`config.mk`:
```
export PLATFORM = sky130hd
export DESIGN_NAME = fp16_to_intn_quant
export DESIGN_NICKNAME = d
export VERILOG_FILES = /design/src/rtl/fp16_to_intn_quant.sv
export SDC_FILE = /design/constraint.sdc
export NUM_CORES = 1
export LEC_CHECK = 0
export CORE_MARGIN = 1.5
export CORE_UTILIZATION = 42
export DETAILED_ROUTE_END_ITERATION = 16
export GPL_TIMING_DRIVEN = 0
export PLACE_DENSITY_LB_ADDON = 0.05
export SLEW_MARGIN = 20
export SYNTH_ARGS = -nofsm -noshare
export SYNTH_HDL_FRONTEND = slang
export SYNTH_SLANG_ARGS = --single-unit
```
`constraint.sdc`:
```
create_clock -name clk_i -period 5.25 [get_ports clk_i]
set_input_delay 1.05 -clock clk_i [delete_from_list [all_inputs] [get_ports clk_i]]
set_output_delay 1.05 -clock clk_i [all_outputs]
set_load 0.02 [all_outputs]
```
`src/rtl/fp16_to_intn_quant.sv`:
```
`default_nettype none
// ============================================================================
// Module      : fp16_to_intn_quant
// Description : Streaming quantizer. Converts LANES packed IEEE binary16
//               values to signed INT_WIDTH-bit two's-complement integers
//               per beat. Round to nearest, ties to even, clamped to the
//               signed range. INT_WIDTH == 1 performs sign binarization.
//               Two-stage pipeline (decode, align/round/clamp) with
//               valid/ready handshaking on both sides.
// Optional    : `define FP2INT_SAT_CNT_EN enables the per-lane saturation
//               flags and the 32-bit saturation-event counter. Without it
//               sat_cnt_o is tied to zero and clear_cnt_i is ignored.
// Ports       : clk_i        clock, rising edge
//               rst_ni       asynchronous active-low reset
//               in_valid_i   input beat valid
//               in_ready_o   input beat accepted when valid & ready
//               in_data_i    lane k at [16k+15:16k], binary16
//               out_valid_o  output beat valid
//               out_ready_i  downstream accepts output beat
//               out_data_o   lane k at [W*k+W-1:W*k], two's complement
//               clear_cnt_i  synchronous clear of sat_cnt_o
//               sat_cnt_o    saturated lanes delivered (saturating count)
// Revision    : 1.0 - initial release
// ============================================================================
module fp16_to_intn_quant #(
    parameter int INT_WIDTH = 4,
    parameter int LANES     = 4
) (
    input  logic                       clk_i,
    input  logic                       rst_ni,
    input  logic                       in_valid_i,
    output logic                       in_ready_o,
    input  logic [16*LANES-1:0]        in_data_i,
    output logic                       out_valid_o,
    input  logic                       out_ready_i,
    output logic [INT_WIDTH*LANES-1:0] out_data_o,
    input  logic                       clear_cnt_i,
    output logic [31:0]                sat_cnt_o
);

    // ------------------------------------------------------------------
    // Handshake
    // ------------------------------------------------------------------
    logic r_s1_valid;
    logic r_s2_valid;
    logic w_s1_ready;
    logic w_s2_ready;

    assign w_s2_ready  = ~r_s2_valid | out_ready_i;
    assign w_s1_ready  = ~r_s1_valid | w_s2_ready;
    assign in_ready_o  = w_s1_ready;
    assign out_valid_o = r_s2_valid;

    // ------------------------------------------------------------------
    // Stage 1: decode
    // ------------------------------------------------------------------
    logic [LANES-1:0]  w_dec_sign;
    logic [LANES-1:0]  w_dec_nan;
    logic [LANES-1:0]  w_dec_inf;
    logic signed [5:0] w_dec_exp [LANES];
    logic [10:0]       w_dec_sig [LANES];

    logic [LANES-1:0]  r_s1_sign;
    logic [LANES-1:0]  r_s1_nan;
    logic [LANES-1:0]  r_s1_inf;
    logic signed [5:0] r_s1_exp [LANES];
    logic [10:0]       r_s1_sig [LANES];

    for (genvar k = 0; k < LANES; k++) begin : g_dec
        logic [4:0] w_e;
        logic [9:0] w_m;
        assign w_e           = in_data_i[16*k+10 +: 5];
        assign w_m           = in_data_i[16*k    +: 10];
        assign w_dec_sign[k] = in_data_i[16*k+15];
        assign w_dec_nan[k]  = (w_e == 5'h1F) && (w_m != 10'd0);
        assign w_dec_inf[k]  = (w_e == 5'h1F) && (w_m == 10'd0);
        // Subnormals use the fixed exponent -14 with no hidden bit.
        assign w_dec_exp[k]  = (w_e == 5'd0) ? -6'sd14
                                             : $signed({1'b0, w_e}) - 6'sd15;
        assign w_dec_sig[k]  = {(w_e != 5'd0), w_m};
    end

    always_ff @(posedge clk_i or negedge rst_ni) begin
        if (!rst_ni) begin
            r_s1_valid <= 1'b0;
            r_s1_sign  <= '0;
            r_s1_nan   <= '0;
            r_s1_inf   <= '0;
            for (int i = 0; i < LANES; i++) begin
                r_s1_exp[i] <= '0;
                r_s1_sig[i] <= '0;
            end
        end else if (w_s1_ready) begin
            r_s1_valid <= in_valid_i;
            if (in_valid_i) begin
                r_s1_sign <= w_dec_sign;
                r_s1_nan  <= w_dec_nan;
                r_s1_inf  <= w_dec_inf;
                for (int i = 0; i < LANES; i++) begin
                    r_s1_exp[i] <= w_dec_exp[i];
                    r_s1_sig[i] <= w_dec_sig[i];
                end
            end
        end
    end

    // ------------------------------------------------------------------
    // Stage 2 combinational: align, round, clamp
    // ------------------------------------------------------------------
    logic [INT_WIDTH*LANES-1:0] w_s2_data;
    logic [LANES-1:0]           w_s2_sat;

    for (genvar k = 0; k < LANES; k++) begin : g_lane
        if (INT_WIDTH == 1) begin : g_bin
            logic w_unused_bin;
            assign w_s2_data[k] = ~r_s1_sign[k];
            assign w_s2_sat[k]  = 1'b0;
            assign w_unused_bin = ^{r_s1_nan[k], r_s1_inf[k],
                                    r_s1_exp[k], r_s1_sig[k]};
        end else begin : g_round
            localparam int c_ow = INT_WIDTH;
            localparam int c_iw = INT_WIDTH + 1;
            localparam logic signed [5:0]   c_w_s     = 6'(INT_WIDTH);
            localparam logic [INT_WIDTH:0]   c_pos_lim = c_iw'((1 << (INT_WIDTH - 1)) - 1);
            localparam logic [INT_WIDTH:0]   c_neg_lim = c_iw'(1 << (INT_WIDTH - 1));
            localparam logic [INT_WIDTH-1:0] c_max     = c_ow'((1 << (INT_WIDTH - 1)) - 1);
            localparam logic [INT_WIDTH-1:0] c_min     = c_ow'(1 << (INT_WIDTH - 1));

            logic [3:0]           w_shamt;
            logic [11:0]          w_ext;
            logic [11:0]          w_aligned;
            logic [11:0]          w_mask;
            logic                 w_guard;
            logic                 w_sticky;
            logic [INT_WIDTH:0]   w_int;
            logic [INT_WIDTH:0]   w_rnd;
            logic [INT_WIDTH-1:0] w_res;
            logic                 w_sat;

            // Value = sig * 2^(exp-10). Only exp in [-1, W-1] reaches the
            // aligner, so the shift stays within 3..11 and the integer part
            // fits W bits (one extra bit absorbs the rounding carry). The
            // bit just below the integer part is the guard; everything
            // below it folds into sticky.
            always_comb begin
                w_ext     = {r_s1_sig[k], 1'b0};
                w_shamt   = 4'(6'sd10 - r_s1_exp[k]);
                w_aligned = w_ext >> w_shamt;
                w_mask    = (12'd1 << w_shamt) - 12'd1;
                w_guard   = w_aligned[0];
                w_sticky  = |(w_ext & w_mask);
                w_int     = c_iw'(w_aligned >> 1);
                w_rnd     = w_int + c_iw'(w_guard & (w_sticky | w_int[0]));
                w_res     = '0;
                w_sat     = 1'b0;
                if (r_s1_nan[k]) begin
                    w_res = '0;
                end else if (r_s1_inf[k] || (r_s1_exp[k] >= c_w_s)) begin
                    // Magnitude >= 2^W: out of range without aligning.
                    w_sat = 1'b1;
                    w_res = r_s1_sign[k] ? c_min : c_max;
                end else if (r_s1_exp[k] < -6'sd1) begin
                    // Below 0.5, zero and subnormals.
                    w_res = '0;
                end else if (!r_s1_sign[k]) begin
                    if (w_rnd > c_pos_lim) begin
                        w_sat = 1'b1;
                        w_res = c_max;
                    end else begin
                        w_res = w_rnd[INT_WIDTH-1:0];
                    end
                end else begin
                    if (w_rnd > c_neg_lim) begin
                        w_sat = 1'b1;
                        w_res = c_min;
                    end else begin
                        w_res = c_ow'(-w_rnd);
                    end
                end
            end

            assign w_s2_data[k*INT_WIDTH +: INT_WIDTH] = w_res;
            assign w_s2_sat[k]                         = w_sat;
        end
    end

    // ------------------------------------------------------------------
    // Stage 2 registers
    // ------------------------------------------------------------------
    logic [INT_WIDTH*LANES-1:0] r_s2_data;

    always_ff @(posedge clk_i or negedge rst_ni) begin
        if (!rst_ni) begin
            r_s2_valid <= 1'b0;
            r_s2_data  <= '0;
        end else if (w_s2_ready) begin
            r_s2_valid <= r_s1_valid;
            if (r_s1_valid) begin
                r_s2_data <= w_s2_data;
            end
        end
    end

    assign out_data_o = r_s2_data;

    // ------------------------------------------------------------------
    // Saturation-event counter
    // ------------------------------------------------------------------
`ifdef FP2INT_SAT_CNT_EN
    logic [LANES-1:0] r_s2_sat;
    logic [31:0]      r_sat_cnt;
    logic [31:0]      w_pop;
    logic [32:0]      w_sum;

    always_ff @(posedge clk_i or negedge rst_ni) begin
        if (!rst_ni) begin
            r_s2_sat <= '0;
        end else if (w_s2_ready && r_s1_valid) begin
            r_s2_sat <= w_s2_sat;
        end
    end

    always_comb begin
        w_pop = '0;
        for (int i = 0; i < LANES; i++) begin
            w_pop = w_pop + 32'(r_s2_sat[i]);
        end
        w_sum = {1'b0, r_sat_cnt} + {1'b0, w_pop};
    end

    // Clear has priority over a coincident increment; the count sticks at
    // all-ones instead of wrapping.
    always_ff @(posedge clk_i or negedge rst_ni) begin
        if (!rst_ni) begin
            r_sat_cnt <= '0;
        end else if (clear_cnt_i) begin
            r_sat_cnt <= '0;
        end else if (r_s2_valid && out_ready_i) begin
            r_sat_cnt <= w_sum[32] ? 32'hFFFF_FFFF : w_sum[31:0];
        end
    end

    assign sat_cnt_o = r_sat_cnt;
`else
    logic w_unused_cnt;
    assign w_unused_cnt = ^{clear_cnt_i, w_s2_sat};
    assign sat_cnt_o    = '0;
`endif

endmodule
`default_nettype wire

```
## Word-level counts from Yosys, hierarchy flattened

Index checks and enable logic that the tools add are counted.
Widths: inputs -> output; s select.

| operators by class | value |
|---|---|
| add/subtract/negate cells | 20 |
| order comparisons | 16 |
| equal/unequal tests | 4 |
| shifts and indexed selects | 8 |
| multiplexer cells | 32 |
| bitwise logic cells | 16 |
| reductions and logical operators | 34 |

Operators by type and width:

| operator | number |
|---|---|
| $mux 4 | 28 |
| $and 12x12->12 | 4 |
| $reduce_or 12->1 | 4 |
| $shl 1x4->12 const A | 4 |
| $shr 12x4->6 | 4 |
| $sub 12x1->12 const B | 4 |
| $logic_not 10->1 | 4 |
| $reduce_bool 10->1 | 4 |
| $ge 6x4->1 const B | 4 |
| $lt 6x1->1 const B | 4 |
| $mux 6 | 4 |
| $sub 5x4->6 const B | 4 |
| $add 5x1->5 | 4 |
| $eq 5x5->1 const B | 4 |
| $gt 5x3->1 const B | 4 |
| $gt 5x4->1 const B | 4 |
| $logic_not 5->1 | 4 |
| $reduce_bool 5->1 | 4 |
| $neg 4->4 | 4 |
| $sub 4x4->4 const A | 4 |
| $logic_and 1x1->1 | 8 |
| $or 1x1->1 | 6 |
| $and 1x1->1 | 4 |
| $logic_or 1x1->1 | 4 |
| 2 further kinds | 4 |

| storage, ports and cells | value |
|---|---|
| bits in registers | 98 |
| input port bits | 69 |
| output and inout port bits | 50 |
| logic and storage cells | 144 |

## Logic depth before layout (Yosys ltp)

| depth | value |
|---|---|
| depth after elaboration | 14 |
| depth in mapped cells | 21 |
| gate-level depth less buffers | 18 |

## Worst setup path before layout

Ideal clock, no wire load.

| timing | value |
|---|---|
| path type | reg2reg |
| start point | register r_s1_exp[6] in the netlist's numbering |
| end point | register r_s2_data[9], in the netlist out_data_o[9] |
| library setup time | 0.128 ns |
| data arrival time | 3.699 ns |
| data required time | 5.122 ns |
| slack | 1.423 ns |
| stages on the path, launching flop included | 21 |
| path buffers | 4 |
| period minus slack after synthesis | 3.827 ns |
| cell sequence | dfrtp_1 -> buf_6 -> buf_2 -> inv_1 -> ha_1 -> clkbuf_1 -> nand2_1 -> ha_1 -> clkbuf_1 -> nand2_1 -> mux2_2 -> o22ai_1 -> a2111oi_2 -> a211oi_1 -> a21oi_1 -> ha_1 -> and2_1 -> o2111ai_1 -> o211ai_1 -> nand4_1 -> nand3_1 |

| between the ends | value |
|---|---|
| longest elaborated chain between the ends | 14 |
| elaborated cells between the ends (all ways) | 21 |
| those cells by class | add/sub (4); order compare (4); shift (2); mux (6); bitwise (3); reduce/logical (2) |

RTL lines:

| item | RTL line | RTL |
|---|---|---|
| start, declared | 66 | `logic signed [5:0] r_s1_exp [LANES];` |
| start signal, assigned by index | 100 | `r_s1_exp[i] <= w_dec_exp[i];` |
| $sub 4x4->4 | 147 | `w_shamt = 4'(6'sd10 - r_s1_exp[k]);` |
| $shl 1x4->12 | 149 | `w_mask = (12'd1 << w_shamt) - 12'd1;` |
| $sub 12x1->12 | 149 |  |
| $and 12x12->12 | 151 | `w_sticky = \|(w_ext & w_mask);` |
| $reduce_or 12->1 | 151 |  |
| $or 1x1->1 | 153 | `w_rnd = w_int + c_iw'(w_guard & (w_sticky \| w_int[0]));` |
| $and 1x1->1 | 153 |  |
| $add 5x1->5 | 153 |  |
| $neg 4->4 (tied with other cells) | 177 | `w_res = c_ow'(-w_rnd);` |
| $mux 4, on equally long branches | 173, 166 |  |
| $mux 4 | 165 | `end else if (!r_s1_sign[k]) begin` |
| $mux 4 | 162 | `end else if (r_s1_exp[k] < -6'sd1) begin` |
| $mux 4 * | 158 | `end else if (r_s1_inf[k] \|\| (r_s1_exp[k] >= c_w_s)) begin` |
| $mux 4 * | 156 | `if (r_s1_nan[k]) begin` |
| end signal, assigned | 199 | `r_s2_data <= w_s2_data;` |
| end, declared | 190 | `logic [INT_WIDTH*LANES-1:0] r_s2_data;` |

Mark *: on every way between the ends. The rest lies on a longest branch, timed or not.
A chain may end at the register's enable or synchronous reset.

## Final worst setup path

Same ends and word-level chain as after synthesis.

==> impl_metrics.csv <==
group,metric,value,unit
routing,firstDrtPassIters,9,
yosys,synthTopCellsByCount,"229 x nand2_1, 98 x dfrtp_1, 66 x nor2_1, 59 x o21ai_0, 51 x nand3_1",
power_and_ir_drop,cellPowerDensity,387,nW/um2
cts,cts.repair.resized,0,
global_routing,grt_pass1_wl,45300,um
power_and_ir_drop,ir_drop,0.147,mV
placement,dpl_cell_area,10800,um2
cts,clock_path_buffers,2,
sta,min_period,4.54,ns
floorplan,die_h,153,um
floorplan,coreArea,22000,um2
sta,hold_viol,0,
routing,ant_nets,0,
sta,worst_pin_slew,0.987,ns
setup_path,cp-start-kind,"flop",
sta,setup-tns-final,0,ns
sta,finalMaxSlewViolations,0,
placement,io_buffers,85,
floorplan,row_count,54,
final_layout,antenna_cells,0,
cts,clk_latency,0.36,ns
cts,cts_hold_buf,0,
routing,routedWlPerCell,17.4,um
routing,vias,9140,
yosys,synth-seq-area-share,0.260,
setup_path,critical_path_required,5.49,ns
sta,clock.fmax,0.220,GHz
yosys,synth.most_common_cell,"nand2_1",
yosys,synth_seq_cells,98,
cts,cts_buffers,9,
setup_path,endpoint_kind,"flop",
cts,cts-root-buf,"clkbuf_16",
routing,viasPerCell,5.73,
yosys,synthTopCellsByArea,"dfrtp_1 26%, nand2_1 9.1%, ha_1 5.8%, mux2i_1 4.2%, mux4_2 3.6%",
final_layout,nNetsFinal,1423,
placement,gp_congestion,0.923,
sta,hold_slack,0.509,ns
yosys,synth_edf_count,0,
setup_path,critPathArrivalTime,4.78,ns
sta,finalSetupViolCount,0,
floorplan,boundaryPins,119,
cts,cts_setup_buffers,0,
yosys,syn-cell-area,9440,um2
power_and_ir_drop,power,0.00430,W
floorplan,die-area,23400,um2
cts,cts_num_sinks,98,
floorplan,die_x,153,um
setup_path,r2r_slack,0.71,ns
cts,cts_tree,"done",
power_and_ir_drop,p_leak,4.96,nW
yosys,yosysTopAreaCellShare,0.260,
setup_path,path_max_fanout,10,
yosys,yosys.area.top_type,"dfrtp_1",
floorplan,initial_core_util,0.430,
global_routing,grt_max_degree,70,
routing,drt_wl_total,27700,um
run_status,status,"complete, no violations",
final_layout,final_area,11100,um2
global_routing,track_usage,0.238,
sta,rsz0062_at_grt,"false",
final_layout,final_layout_size_suffix_gt1_frac,0.103,
yosys,synthCells,1182,
global_routing,grt_pass1_vias,8636,
routing,drtIter0Drc,499,
sta,slew_headroom,0.333,
yosys,ys_async_sr_fraction,1.00,
sta,fin_crit_sh,0.865,
global_routing,overflow,0,
yosys,ys_warn_count,0,
sta,finalClockSkew,0.0126,ns
routing,drc_errors,0,
flow_run,drv_cap,0,
yosys,syn_area_per_cell,7.98,um2
placement,hpwlAfterDp,21100,um
worst_hold_path,hp-class,"flop to flop",
cts,htreeDepth,3,
setup_path,worstSetupPathType,"flop to flop",
cts,clk_pin_slew_worst_paths,0.07,ns
final_layout,syn_to_final_growth,17.6,%
yosys,synthFlopType,"dfrtp_1",
global_routing,antenna_found_initial,0,
yosys,synth.distinct_cells,90,
==> cells in the final DEF, fill, tap and decap left out, types with 17 or more instances in the layout <==
cell | netlist | routed
inv_1 | 49 | 49
ha_1 | 44 | 44
conb_1 | 1 | 32
nand2_1 | 229 | 229
nor3_1 | 19 | 19
dfrtp_1 | 98 | 98
nand3_1 | 51 | 51
nand4_1 | 17 | 17
buf_2 | 26 | 26
nor2_1 | 66 | 66
clkbuf_1 | 40 | 40
buf_4 | 36 | 36
mux2i_1 | 40 | 40
xnor2_1 | 23 | 23
a21oi_1 | 38 | 38
clkdlybuf4s50_1 | 0 | 84
and3_1 | 19 | 19
o21ai_0 | 59 | 59
==> sequential cells by signal (all words and copies together), names as in the netlist <==
signal / count
out_valid_o: 1
g_lane.g_round.w_ext: 44
r_s1_nan: 4
r_s1_valid: 1
r_s1_sign: 4
r_s1_inf: 4
out_data_o: 16
r_s1_exp: 24
==> cell type report <==
cell class                 count  area [um2]
timing repair buffer          86         880
multi-input combinational    956        6340
clock inverter                 7        82.6
buffer                       107         577
sequential                    98        2450
tap                          280         350
clock buffer                   9         225
inverter                      52         195
fill                        2161       10900
==> kinds of logic after synthesis <==
family	after synthesis	synth area share
buffers and inverters	159	0.0818
xor gates and xnor gates	43	0.0443
adders and majority gates	44	0.0583
AOI/OAI and AO/OA	272	0.204
other	1	0.000397
DFF	98	0.260
muxes	72	0.104
and+or+nand+nor	493	0.248
==> worst max-delay path, stage by stage, from the launching register on <==
cell,delay (ns)
dfrtp_1,0.41
buf_6,0.16
buf_2,0.25
inv_1,0.16
ha_1,0.21
clkbuf_1,0.22
nand2_1,0.12
ha_1,0.24
clkbuf_1,0.37
nand2_1,0.08
mux2_2,0.28
o22ai_1,0.21
a2111oi_2,0.07
a211oi_1,0.51
a21oi_1,0.13
ha_1,0.26
and2_1,0.15
o2111ai_1,0.17
o211ai_1,0.19
nand4_1,0.15
nand3_1,0.08
==> path summary, 6_finish.rpt <==
path / from / end / cells after the start
worst min-delay path: r_s1_valid / out_valid_o / 1
worst max register to register: r_s1_exp[6] / out_data_o[9] / 20
worst min register to register: r_s1_valid / out_valid_o / 1
min in group asynchronous: rst_ni / g_lane[1].g_round.w_ext[3] / 1
max in group asynchronous: rst_ni / r_s1_inf[3] / 2
worst max-delay path: r_s1_exp[6] / out_data_o[9] / 20
==> power by group <==
part / switching [W] / internal (W)
registers: 0.000157 / 0.000884
clock network: 0.000324 / 0.000379
logic: 0.00148 / 0.00108
==> metrics by stage <==
step                      setup slack [ns]   util  std cells
after CTS                            0.736  0.505       1595
final                                0.707  0.505       1595
after detailed placement             0.769  0.491       1579
after global placement              -0.803  0.490       1578
after floorplan                       1.42      -       1213
after global routing                 0.310  0.505       1595
==> routing by layer <==
layer / share of wire / wire length (um) / GRT usage
met5: 0 / 0 / 0
met4: 0.018 / 512 / 0.0672
met3: 0.053 / 1460 / 0.0349
met2: 0.46 / 12700 / 0.393
met1: 0.47 / 13000 / 0.326
(Power assumes the default switching activity.)
